===== src/rtl/div32_seq.sv =====
// Sequential restoring divider for DIV/DIVU: one quotient bit per clock, 33-clock latency
// (1 clock for divide-by-zero). Quotient goes to LO and remainder to HI.
module div32_seq #(
    parameter int WIDTH = 32
) (
    input  logic             clk,
    input  logic             rst_n,
    input  logic             start,
    input  logic             signed_op,
    input  logic [WIDTH-1:0] dividend,
    input  logic [WIDTH-1:0] divisor,
    output logic             busy,
    output logic             done,
    output logic [WIDTH-1:0] quotient,
    output logic [WIDTH-1:0] remainder,
    output logic             div_by_zero
);

    typedef enum logic [1:0] {
        S_IDLE,
        S_RUN,
        S_FIN
    } state_t;

    localparam logic [4:0] LAST_ITER = 5'(WIDTH - 1);

    state_t           state_q, state_d;
    logic [4:0]       cnt_q, cnt_d;
    logic [WIDTH-1:0] rem_q, rem_d;
    logic [WIDTH-1:0] quo_q, quo_d;
    logic [WIDTH-1:0] dvsr_q, dvsr_d;
    logic             neg_quo_q, neg_quo_d;
    logic             neg_rem_q, neg_rem_d;
    logic             dbz_pend_q, dbz_pend_d;
    logic             busy_q, busy_d;
    logic             done_q, done_d;
    logic [WIDTH-1:0] quotient_q, quotient_d;
    logic [WIDTH-1:0] remainder_q, remainder_d;
    logic             div_by_zero_q, div_by_zero_d;

    logic [WIDTH-1:0] abs_dividend;
    logic [WIDTH-1:0] abs_divisor;
    logic [WIDTH:0]   shifted;
    logic [WIDTH:0]   trial;

    always_comb begin
        abs_dividend = (signed_op && dividend[WIDTH-1]) ? -dividend : dividend;
        abs_divisor  = (signed_op && divisor[WIDTH-1])  ? -divisor  : divisor;
        // shifted < 2*divisor, so the 33-bit difference never overflows its sign bit
        shifted      = {rem_q, quo_q[WIDTH-1]};
        trial        = shifted - {1'b0, dvsr_q};

        state_d       = state_q;
        cnt_d         = cnt_q;
        rem_d         = rem_q;
        quo_d         = quo_q;
        dvsr_d        = dvsr_q;
        neg_quo_d     = neg_quo_q;
        neg_rem_d     = neg_rem_q;
        dbz_pend_d    = dbz_pend_q;
        busy_d        = busy_q;
        done_d        = 1'b0;
        quotient_d    = quotient_q;
        remainder_d   = remainder_q;
        div_by_zero_d = div_by_zero_q;

        case (state_q)
            S_IDLE: begin
                if (start) begin
                    busy_d    = 1'b1;
                    cnt_d     = '0;
                    rem_d     = '0;
                    dvsr_d    = abs_divisor;
                    neg_quo_d = signed_op & (dividend[WIDTH-1] ^ divisor[WIDTH-1]);
                    neg_rem_d = signed_op & dividend[WIDTH-1];
                    if (divisor == '0) begin
                        // Raw dividend parks in the quotient work register for the HI result
                        state_d    = S_FIN;
                        dbz_pend_d = 1'b1;
                        quo_d      = dividend;
                    end else begin
                        state_d    = S_RUN;
                        dbz_pend_d = 1'b0;
                        quo_d      = abs_dividend;
                    end
                end
            end
            S_RUN: begin
                rem_d = trial[WIDTH] ? shifted[WIDTH-1:0] : trial[WIDTH-1:0];
                quo_d = {quo_q[WIDTH-2:0], ~trial[WIDTH]};
                cnt_d = cnt_q + 5'd1;
                if (cnt_q == LAST_ITER) begin
                    state_d = S_FIN;
                end
            end
            S_FIN: begin
                state_d = S_IDLE;
                busy_d  = 1'b0;
                done_d  = 1'b1;
                if (dbz_pend_q) begin
                    quotient_d    = '1;
                    remainder_d   = quo_q;
                    div_by_zero_d = 1'b1;
                end else begin
                    quotient_d    = neg_quo_q ? -quo_q : quo_q;
                    remainder_d   = neg_rem_q ? -rem_q : rem_q;
                    div_by_zero_d = 1'b0;
                end
            end
            default: begin
                state_d = S_IDLE;
                busy_d  = 1'b0;
            end
        endcase
    end

    always_ff @(posedge clk or negedge rst_n) begin
        if (!rst_n) begin
            state_q       <= S_IDLE;
            cnt_q         <= '0;
            rem_q         <= '0;
            quo_q         <= '0;
            dvsr_q        <= '0;
            neg_quo_q     <= 1'b0;
            neg_rem_q     <= 1'b0;
            dbz_pend_q    <= 1'b0;
            busy_q        <= 1'b0;
            done_q        <= 1'b0;
            quotient_q    <= '0;
            remainder_q   <= '0;
            div_by_zero_q <= 1'b0;
        end else begin
            state_q       <= state_d;
            cnt_q         <= cnt_d;
            rem_q         <= rem_d;
            quo_q         <= quo_d;
            dvsr_q        <= dvsr_d;
            neg_quo_q     <= neg_quo_d;
            neg_rem_q     <= neg_rem_d;
            dbz_pend_q    <= dbz_pend_d;
            busy_q        <= busy_d;
            done_q        <= done_d;
            quotient_q    <= quotient_d;
            remainder_q   <= remainder_d;
            div_by_zero_q <= div_by_zero_d;
        end
    end

    assign busy        = busy_q;
    assign done        = done_q;
    assign quotient    = quotient_q;
    assign remainder   = remainder_q;
    assign div_by_zero = div_by_zero_q;

endmodule


===== config.mk =====
export PLATFORM = sky130hd
export DESIGN_NAME = div32_seq
export DESIGN_NICKNAME = d
export VERILOG_FILES = /design/src/rtl/div32_seq.sv
export SDC_FILE = /design/constraint.sdc
export NUM_CORES = 1
export LEC_CHECK = 0
export CORE_ASPECT_RATIO = 1.2
export CORE_MARGIN = 4
export CORE_UTILIZATION = 52
export DETAILED_ROUTE_END_ITERATION = 16
export PLACE_DENSITY = 0.75
export SETUP_SLACK_MARGIN = 0.1
export SYNTH_ARGS = -nofsm -noshare
export SYNTH_HDL_FRONTEND = slang
export SYNTH_SLANG_ARGS = --single-unit

===== constraint.sdc =====
create_clock -name clk -period 4.8 [get_ports clk]
set_input_delay 0.72 -clock clk [delete_from_list [all_inputs] [get_ports clk]]
set_output_delay 0.72 -clock clk [all_outputs]
set_load 0.01 [all_outputs]

Yosys cells after proc, flatten, opt, wreduce, memory -nomap -nowiden
Index checks and enable logic that the tools add are counted.
Storage, ports and cells
  flip-flop bits (word level): 173
  latch bits: 0
  RAM bits: 0
  memory bits (read-only): 0
  bits of input ports: 68
  output and inout port bits: 67
  memories: 0
Cells by class
  add/subtract/negate cells: 6
  multiply operators: 0
  div/mod/pow operators: 0
  $lt $le $gt $ge: 0
  equal/unequal tests: 5
  shifts and indexed selects: 0
  multiplexer cells: 23
  bitwise gates (word level): 5
  reduce and logical (&&, ||, !) cells: 9
Operators with widths (count)
  2-to-1 mux 32 bit: 10
  negation 32 bit: 4
  case mux 32 bit (2 select lines): 2
  subtractor 33 x 32 -> 33 bit: 1
  zero test 32 bit: 1
  case mux 5 bit (2 select lines): 1
  AND reduction 2 bit: 4
  2-to-1 mux 2 bit: 3
  adder 5 x 1 -> 5 bit, second input constant: 1
  equality test 5 bit, second input constant: 1
  2-to-1 mux 5 bit: 1
  2-to-1 mux 1 bit: 4
  inequality test 2 bit, second input constant: 2
  case mux 2 bit (2 select lines): 1
  AND 1 bit: 2
  equality test 2 x 1 -> 1 bit, second input constant: 1
  equality test 2 bit, second input constant: 1
  logical AND 1 bit: 2
  zero test 2 bit: 1
  NOT 1 bit: 2
  case mux 1 bit (2 select lines): 1
  nonzero test 2 bit: 1
  XOR 1 bit: 1

Longest topological paths before layout
Gate-level depths: netlist (run 1).
  depth after elaboration: 5
  depth in mapped cells: 14
  gate-level depth less buffers: 13

Worst setup path before layout (run 1)
No wires, ideal clock.
  kind: reg-to-reg
  start point: register quo_q[31]
  end point: register rem_q[21]
  setup time: 138 ps
  data arrival time: 2922 ps
  path slack: 1740 ps
  stages on the path, launching flop included: 15
  buffers on the path: 2
  period minus slack after synthesis: 3060 ps
  cell sequence: dfrtp_1 inv_1 ha_1 fa_1 nand2b_1 a21o_1 a31oi_1 nand4bb_1 a311oi_1 o311a_1 nor2_1 buf_2 buf_4 a32oi_1 o21ai_0
Between the ends
  word-level cells in the longest chain between the ends: 3
Ends and longest elaborated chain
  start, declared: line 30  | logic [WIDTH-1:0] quo_q, quo_d;
  start signal, assigned: line 136  | quo_q <= quo_d;
  subtractor 33 x 32 -> 33 bit: line 51  | trial = shifted - {1'b0, dvsr_q};
  2-to-1 mux 32 bit: line 89  | rem_d = trial[WIDTH] ? shifted[WIDTH-1:0] : trial[WIDTH-1:0];
  case mux 32 bit (2 select lines): line 67  | case (state_q)
  end signal, assigned: line 135  | rem_q <= rem_d;
  end, declared: line 29  | logic [WIDTH-1:0] rem_q, rem_d;
Every way passes these cells.
A chain may end at the register's enable or synchronous reset.

Worst setup path in the final report (run 1)
  start point: register quo_q[31]
  end point: register rem_q[4]
The elaborated chain is that of the path after synthesis.

==> results.md, run 1 <==
- The maximum operating frequency is approximately 270 MHz.
- The total length of routed wires is ~29 mm.
- The library cell occupying the most area in the post-synthesis netlist is sky130_fd_sc_hd__dfrtp_1.
- The total negative setup slack is 0 ns.
- The share of synthesized area in the top cell type comes to 0.3822.
- The number of gates resized after CTS was 0.
- The maximum level of the CTS H-tree is 4.
- The critical path in this run is classified as flop to flop.
- The number of unique standard cell types used by synthesis is 68.
- IR analysis of the VDD net gives a maximum drop of around 0.42 mV.
- The detailed-route via count is around 10000.
- The area growth from synthesis to layout is 18.34%.
- Buffers placed on the I/O ports in this run total between 100 and 150.
- The worst setup path is captured at a flop.
- The count of synthesis-stage warnings from yosys is 0.
- Setup violations remaining at the end of the flow were counted as 0.
- The flow ran to the end, and the final reports show no timing, DRC or antenna violations.
- The summed instance area of the synthesized netlist is between 0.01 and 0.015 sq mm.
- Final hold analysis gives a worst-case slack of ~0.37 ns.
- The hold violation total from the final report is 0.
- For this run, design rule violations remaining after detail routing come to 0.
- In this run, the number of DRC markers left after iteration 0 of detailed routing was around 640.
- The via count of the first global-routing pass was about 9500.
- Counting flops with an async set or reset pin after synthesis yields a share of 1.000.
- The setup check on the worst reg-to-reg path leaves a slack of between 1 and 1.5 ns.
- The CTS clock-pin slew for the worst setup and hold paths is 0.07 ns.
- At the worst endpoint, the required time is approximately 5.1 ns.
- The path class of the tightest hold or removal check is input port to asynchronous set/reset pin.
- The maximum fanout along the worst path is 40.
- In this run, synthesis inferred 0 flip-flops with an integrated enable.
- The global-route wire length before repair is around 47 mm.
- The hold-fix buffer count after cts is 0.
- The number of buffers inserted during clock tree synthesis is 17.
- The die covers 0.02422 sq mm.
- The initial antenna violation count came to 0.
- The worst setup path is launched from a flop.
- The depth of the worst register-to-register path is 13.
- The congestion estimate from routability-driven global placement came to 0.9052.
- The cell row count is between 50 and 60.
- Pin placement for this block handled roughly 140 I/O pins.
- After the flow finishes, the layout carries non-filler instances totaling approximately 1700.
- The data arrival at the endpoint of the critical path is 4.01 ns.
- In this run the remaining antenna-violating nets after routing total 0.
- In this run the critical register-to-register path is captured at rem_q[4].
- Before antenna repair, the detailed router went through 5 iterations.
- The final critical-path required period is around 3.7 ns.
- The total of flip-flops plus latches after synthesis is 173.
- The reported max-cap violation count is 0.
- Global routing finished with a remaining overflow of 0.
- The number of instances in the synthesized netlist is between 1000 and 1500.
- The mean routed wirelength per cell is around 17 microns.
- After detailed routing, the number of vias per cell comes to around 5.8.
- The repair_antennas step left the layout with diodes totalling 0.
- The chip height is approximately 170 microns.
- The initial utilization of the core area, before any placement, comes to 0.5345.
- The most common cell in the synthesized netlist is sky130_fd_sc_hd__dfrtp_1.
- The post-CTS setup repair buffer count is 0.
- CTS saw between 150 and 200 sinks.
- The share of the Yosys chip area taken by registers is 0.3822.
- The final-layout fill cell count is around 1900.
- The number of pins with negative max-slew slack in the final report is 0.
- The commonest cells after synthesis are sky130_fd_sc_hd__dfrtp_1 (173), sky130_fd_sc_hd__o21ai_0 (163), sky130_fd_sc_hd__nand2_1 (157).
- The post-synthesis area per instance is ~8.4 sq um.
- The half-perimeter wire length after placement is ~22 mm.
- In the final design database the tool counted 1535 nets.
- The maximum clock insertion buffer count is 2.
- The clock tree skew after final layout is 0.01075 ns.
- The worst-skew pair later-pin latency is about 0.44 ns.
- The normalized max-slew margin is 0.1754.
- The placeable core region is 0.02119 sq mm.
- For this design the ratio of total power to cell area is approximately 750 mW/mm^2.
- Entering global routing, the biggest net connects 101 pins.
- Among all flip-flop cells after synthesis, the most frequent one is sky130_fd_sc_hd__dfrtp_1.
- The tree is rooted in a sky130_fd_sc_hd__clkbuf_16.
- Summing all multi-input logic gate instances after layout gives 0.006484 sq mm.
- Measured along the x axis, the die boundary spans about 140 microns.
- The number of placed cells counting well taps is 1679.
- The flip-flop and latch area is about 0.0043 sq mm.
- The number of nets produced by synthesis is roughly 1500.
- Setup repair after global routing left no endpoint under its margin.
- The fraction of layout cells with a size suffix above 1 is 0.04719.
- For this design the static power due to leakage is 5.689 nW.
- The slew at the pin closest to its max-slew limit is 1.236 ns.
- Sorting the synthesized cells by area gives the leading types as sky130_fd_sc_hd__dfrtp_1 (38%), sky130_fd_sc_hd__xor2_1 (7.6%), sky130_fd_sc_hd__o21ai_0 (7.2%).
- The TritonCTS clock tree is done.
- In this run the critical register-to-register path is launched from quo_q[31].
- The total global routing track utilization is 0.2389.
- The final critical-path share of the clock period is 0.7781.
[layer usage]
layer,GRT usage,share of wire,up-vias
met5,0,0,-
met4,0.08103,0.025,0
met3,0.02818,0.053,51
met2,0.4021,0.48,291
met1,0.3201,0.44,4735
li1,-,-,4930
[sequential cells by signal (all words and copies together) (netlist names), 2 cells and up]
name,cells
state_q,2
cnt_q,5
remainder,32
rem_q,32
quotient,32
quo_q,32
dvsr_q,32
[cell usage in the layout (no fill, tap or decap), drive strengths merged, types with 15 or more instances in the layout]
master | Yosys | layout
a22oi | 28 | 28
or4 | 15 | 15
clkdlybuf4s50 | 0 | 133
dfrtp | 173 | 173
clkbuf | 61 | 18
xnor2 | 49 | 49
nand3 | 22 | 22
a21o | 22 | 22
nor2 | 114 | 114
ha | 38 | 38
nand2 | 157 | 157
xor2 | 98 | 98
o31ai | 28 | 28
a21oi | 115 | 115
o21ai | 184 | 184
o41ai | 17 | 17
inv | 54 | 64
[logic make-up after synthesis]
kind of cell,Yosys count,synth area share
AND/OR/NAND/NOR,388,0.1603
adder cells (fa/ha/maj),39,0.04375
multiplexers,12,0.01061
buffers and inverters,133,0.04761
AO/OA/AOI/OAI,452,0.2418
flip-flops,173,0.3822
XOR/XNOR,147,0.1137
[worst max path at each step]
stage / startpoint / endpoint / cells past startpoint
after floorplan: quo_q[31] / rem_q[21] / 14
after global placement: divisor[6] / quo_q[5] / 11
after detailed placement: divisor[6] / quo_q[5] / 11
after CTS: quo_q[31] / rem_q[17] / 13
after global routing: quo_q[31] / rem_q[12] / 14
final: quo_q[31] / rem_q[4] / 13
[metrics by stage]
| stage | total power, mW | setup WS [ns] | area (sq um) | util |
|---|---|---|---|---|
| detailed placement | 8.650 | 0.8697 | 12800 | 0.6039 |
| CTS | 10.10 | 1.053 | 13400 | 0.6325 |
| global route | 11.02 | 0.7288 | 13400 | 0.6325 |
| floorplan | 6.973 | 1.740 | 11330 | - |
| global placement | 8.509 | 0.9481 | 12800 | 0.6039 |
| finish | 10.09 | 1.065 | 13400 | 0.6325 |
[critical path, stage by stage, from the launching register on]
cell	delay (ns)
sky130_fd_sc_hd__dfrtp_1	0.40
sky130_fd_sc_hd__inv_1	0.09
sky130_fd_sc_hd__ha_1	0.23
sky130_fd_sc_hd__fa_1	0.40
sky130_fd_sc_hd__nand2b_1	0.18
sky130_fd_sc_hd__a21o_1	0.17
sky130_fd_sc_hd__a31oi_1	0.28
sky130_fd_sc_hd__nand4bb_1	0.26
sky130_fd_sc_hd__a311oi_1	0.47
sky130_fd_sc_hd__o32ai_1	0.23
sky130_fd_sc_hd__nor2_4	0.30
sky130_fd_sc_hd__buf_12	0.25
sky130_fd_sc_hd__mux2i_1	0.21
sky130_fd_sc_hd__o21ai_0	0.09
[report_power, final]
part | internal, mW | switching (mW)
Sequential | 2.14 | 0.810
Clock | 0.761 | 0.654
Combinational | 2.61 | 3.12
Total | 5.51 | 4.58
[area by class of cell]
cell class,instances,area share
tap,270,0.02521
timing repair buffer,144,0.1076
inverter,54,0.01512
sequential,173,0.3231
multi-input combinational,1038,0.4838
clock buffer,18,0.03277
clock inverter,14,0.01242
(Power assumes the default switching activity.)
==> inputs of run 2 (changes only) <==
--- a/config.mk
+++ b/config.mk
@@ -9,7 +9,7 @@
 export CORE_MARGIN = 4
 export CORE_UTILIZATION = 52
 export DETAILED_ROUTE_END_ITERATION = 16
-export PLACE_DENSITY = 0.75
+export PLACE_DENSITY = 0.78
 export SETUP_SLACK_MARGIN = 0.1
 export SYNTH_ARGS = -nofsm -noshare
 export SYNTH_HDL_FRONTEND = slang
==> constraint.sdc (replaced) <==
create_clock -name clk -period 3.3 [get_ports clk]
set_input_delay 0.495 -clock clk [delete_from_list [all_inputs] [get_ports clk]]
set_output_delay 0.495 -clock clk [all_outputs]
set_load 0.01 [all_outputs]
==> results.md, run 2 (synthesis gave the netlist of run 1 again) <==
- The maximum number of pins on one net before global-route repair is 70 (was 101).
- The maximum fanout along the worst path is 6 (was 40).
- The fraction of layout cells with a size suffix above 1 is 0.1210 (was 0.04719).
- The number of remaining DRC errors is 0 (unchanged).
- The kind of launch point of the worst setup path is a flop (unchanged).
- Outcome: finished, final reports clean (unchanged).
- The path type of the worst setup path is flop to flop (unchanged).
- The largest voltage drop on the vdd net is 0.5563 mV (was 0.4241 mV).
- The number of pins with negative max-slew slack in the final report is 0 (unchanged).
- The top-level port count is 135 (unchanged).
- Setup repair after global routing missed its margin: true (was false).
- The number of nets in the final layout is 1631 (was 1535).
- The number of buffers inserted during clock tree synthesis is 17 (unchanged).
- The count of antenna diodes in the layout is 0 (unchanged).
- The static leakage is 6.212 nW (was 5.689 nW).
- The number of port buffers was 134 (unchanged).
- The via count of the first global-routing pass is 10330 (was 9527).
- The total global routing track utilization is 0.2530 (was 0.2389).
- The kind of end point of the critical path is a flop (unchanged).
- The remaining antenna violation count is 0 (unchanged).
- The cell row count is 58 (unchanged).
- The share of the core filled with cells in the final layout came to 0.6758 (was 0.6325).
- The reported max-cap violation count is 0 (unchanged).
- The starting utilization of the core area is 0.5345 (unchanged).
- The sum of overflow across all layers after global routing was 0 (unchanged).
- The initial detailed-routing violation count was 685 (was 636).
- The data arrival at the endpoint of the critical path is 3.62 ns (was 4.01 ns).
- The sink count of the clock tree is 173 (unchanged).
- The final critical-path required period is 3.296 ns (was 3.735 ns).
- The slew at the pin closest to its max-slew limit is 1.144 ns (was 1.236 ns).
- The maximum operating frequency is 303.4 MHz (was 267.8 MHz).
- The chip height is 169.7 microns (unchanged).
- The via density per instance is 5.872 (was 5.849).
- The maximum level of the CTS H-tree is 4 (unchanged).
- The final weighted congestion of routability-driven global placement is 0.9189 (was 0.9052).
- The power per unit of standard cell area is 1166 mW/mm^2 (was 753.1 mW/mm^2).
- The root cell of the clock tree is sky130_fd_sc_hd__clkbuf_16 (unchanged).
- The half-perimeter wire length after placement is 23.21 mm (was 21.72 mm).
- The commonest non-fill, non-tap cell in the layout is sky130_fd_sc_hd__dfrtp_1 (unchanged).
- The number of iterations in the first detailed-routing pass is 5 (unchanged).
- The final-layout fill cell count is 1750 (was 1857).
- The total negative setup slack is 0 ns (unchanged).
- The CTS clock-pin slew for the worst setup and hold paths was 0.08 ns (was 0.07 ns).
- The initial antenna violation count was 0 (unchanged).
- The placeable core region is 0.02119 sq mm (unchanged).
- The final critical-path share of the clock period was 0.9987 (was 0.7781).
- The setup violation total in the final timing report is 0 (unchanged).
- The hold violation total from the final report is 0 (unchanged).
- The normalized max-slew margin was 0.2372 (was 0.1754).
- The detailed-route via count came to 10610 (was 10010).
- The hold-fix buffer count after cts is 0 (unchanged).
- The worst-skew pair later-pin latency is 0.44 ns (about the same).
- The TritonCTS clock tree is done (unchanged).
- The post-route non-filler standard cell count is 1807 (was 1711).
- The die extent in x came to 142.7 microns (unchanged).
- The worst min-delay path class was input port to asynchronous set/reset pin (unchanged).
- The die outline area came to 0.02422 sq mm (unchanged).
- The mean routed wirelength per cell is 17.55 microns (was 16.89 microns).
- The total length of routed wires is 31.71 mm (was 28.90 mm).
- The maximum clock insertion buffer count is 2 (unchanged).
- The minimum setup slack among reg-to-reg paths came to 0.004 ns (was 1.07 ns).
- The global-route wire length before repair was 50.07 mm (was 47.28 mm).
- The clock tree skew after final layout is 0.01202 ns (was 0.01075 ns).
- Most used cells in the layout excluding fill and tap cells: sky130_fd_sc_hd__dfrtp_1 (172), sky130_fd_sc_hd__nand2_1 (155), sky130_fd_sc_hd__o21ai_0 (138) (was sky130_fd_sc_hd__dfrtp_1 (172), sky130_fd_sc_hd__o21ai_0 (162), sky130_fd_sc_hd__nand2_1 (157)).
- The post-route total power came to 16.70 mW (was 10.09 mW).
- The number of placed cells counting well taps is 1766 (was 1679).
- The data required time of the worst path is 3.62 ns (was 5.07 ns).
- The post-synthesis to final-layout area growth is 26.45% (was 18.34%).
run 2: worst max-delay path, cell delays in order (launching register included):
cell	delay, ns
sky130_fd_sc_hd__dfrtp_1	0.37
sky130_fd_sc_hd__inv_2	0.06
sky130_fd_sc_hd__ha_4	0.17
sky130_fd_sc_hd__fa_2	0.40
sky130_fd_sc_hd__nand2b_4	0.16
sky130_fd_sc_hd__a21o_1	0.19
sky130_fd_sc_hd__a31oi_2	0.20
sky130_fd_sc_hd__nand4bb_1	0.24
sky130_fd_sc_hd__a311oi_2	0.26
sky130_fd_sc_hd__buf_4	0.17
sky130_fd_sc_hd__o311a_4	0.18
sky130_fd_sc_hd__nor2_4	0.05
sky130_fd_sc_hd__buf_12	0.15
sky130_fd_sc_hd__buf_6	0.13
sky130_fd_sc_hd__a32o_1	0.24
sky130_fd_sc_hd__a211o_1	0.23
run 2: final timing paths:
path | start | endpoint | cells after the start
max | quo_q[31] | rem_q[29] | 15
min | rst_n | quotient[6] | 1
max reg2reg | quo_q[31] | rem_q[29] | 15
min reg2reg | dvsr_q[16] | dvsr_q[16] | 2
max in group asynchronous | rst_n | rem_q[24] | 2
min in group clk | dvsr_q[16] | dvsr_q[16] | 2
run 2: stage by stage:
step                cell area, sq um  hold WS [ns]  setup WS (ns)
floorplan                      11330        0.1994         0.2395
global placement               13460        0.4606        0.02751
detailed placement             13460        0.4699        -0.1070
CTS                            14120       0.06992        0.08209
global route                   14320        0.1065       -0.06264
finish                         14320       0.05184       0.004241
run 2: report_power, final:
group          internal, mW  switching (mW)
registers              3.11            1.04
clock network          1.02           0.989
logic                  5.10            5.45
total                  9.23            7.47
run 2: final cells by class:
class	count	area [sq um]	area share
clock buffer	17	425.4	0.02970
clock inverter	15	165.2	0.01153
inverter	54	202.7	0.01415
multi-input combinational	1038	6615	0.4619
sequential	173	4330	0.3024
tap	270	337.8	0.02359
timing repair buffer	240	2245	0.1567
run 2: timing repair:
item / in CTS / in global routing
gates cloned: 0 / 3
endpoints found under the hold margin: 0 / 0
pin swaps: 4 / 15
setup endpoints to repair: 32 / 34
gates resized for setup: 8 / 43
setup buffers: 3 / 3
run 2: layer usage:
layer  GRT usage  wire [microns]
met5           0               0
met4      0.1038            1055
met3     0.03523            2014
met2      0.4356           15860
met1      0.3192           12780
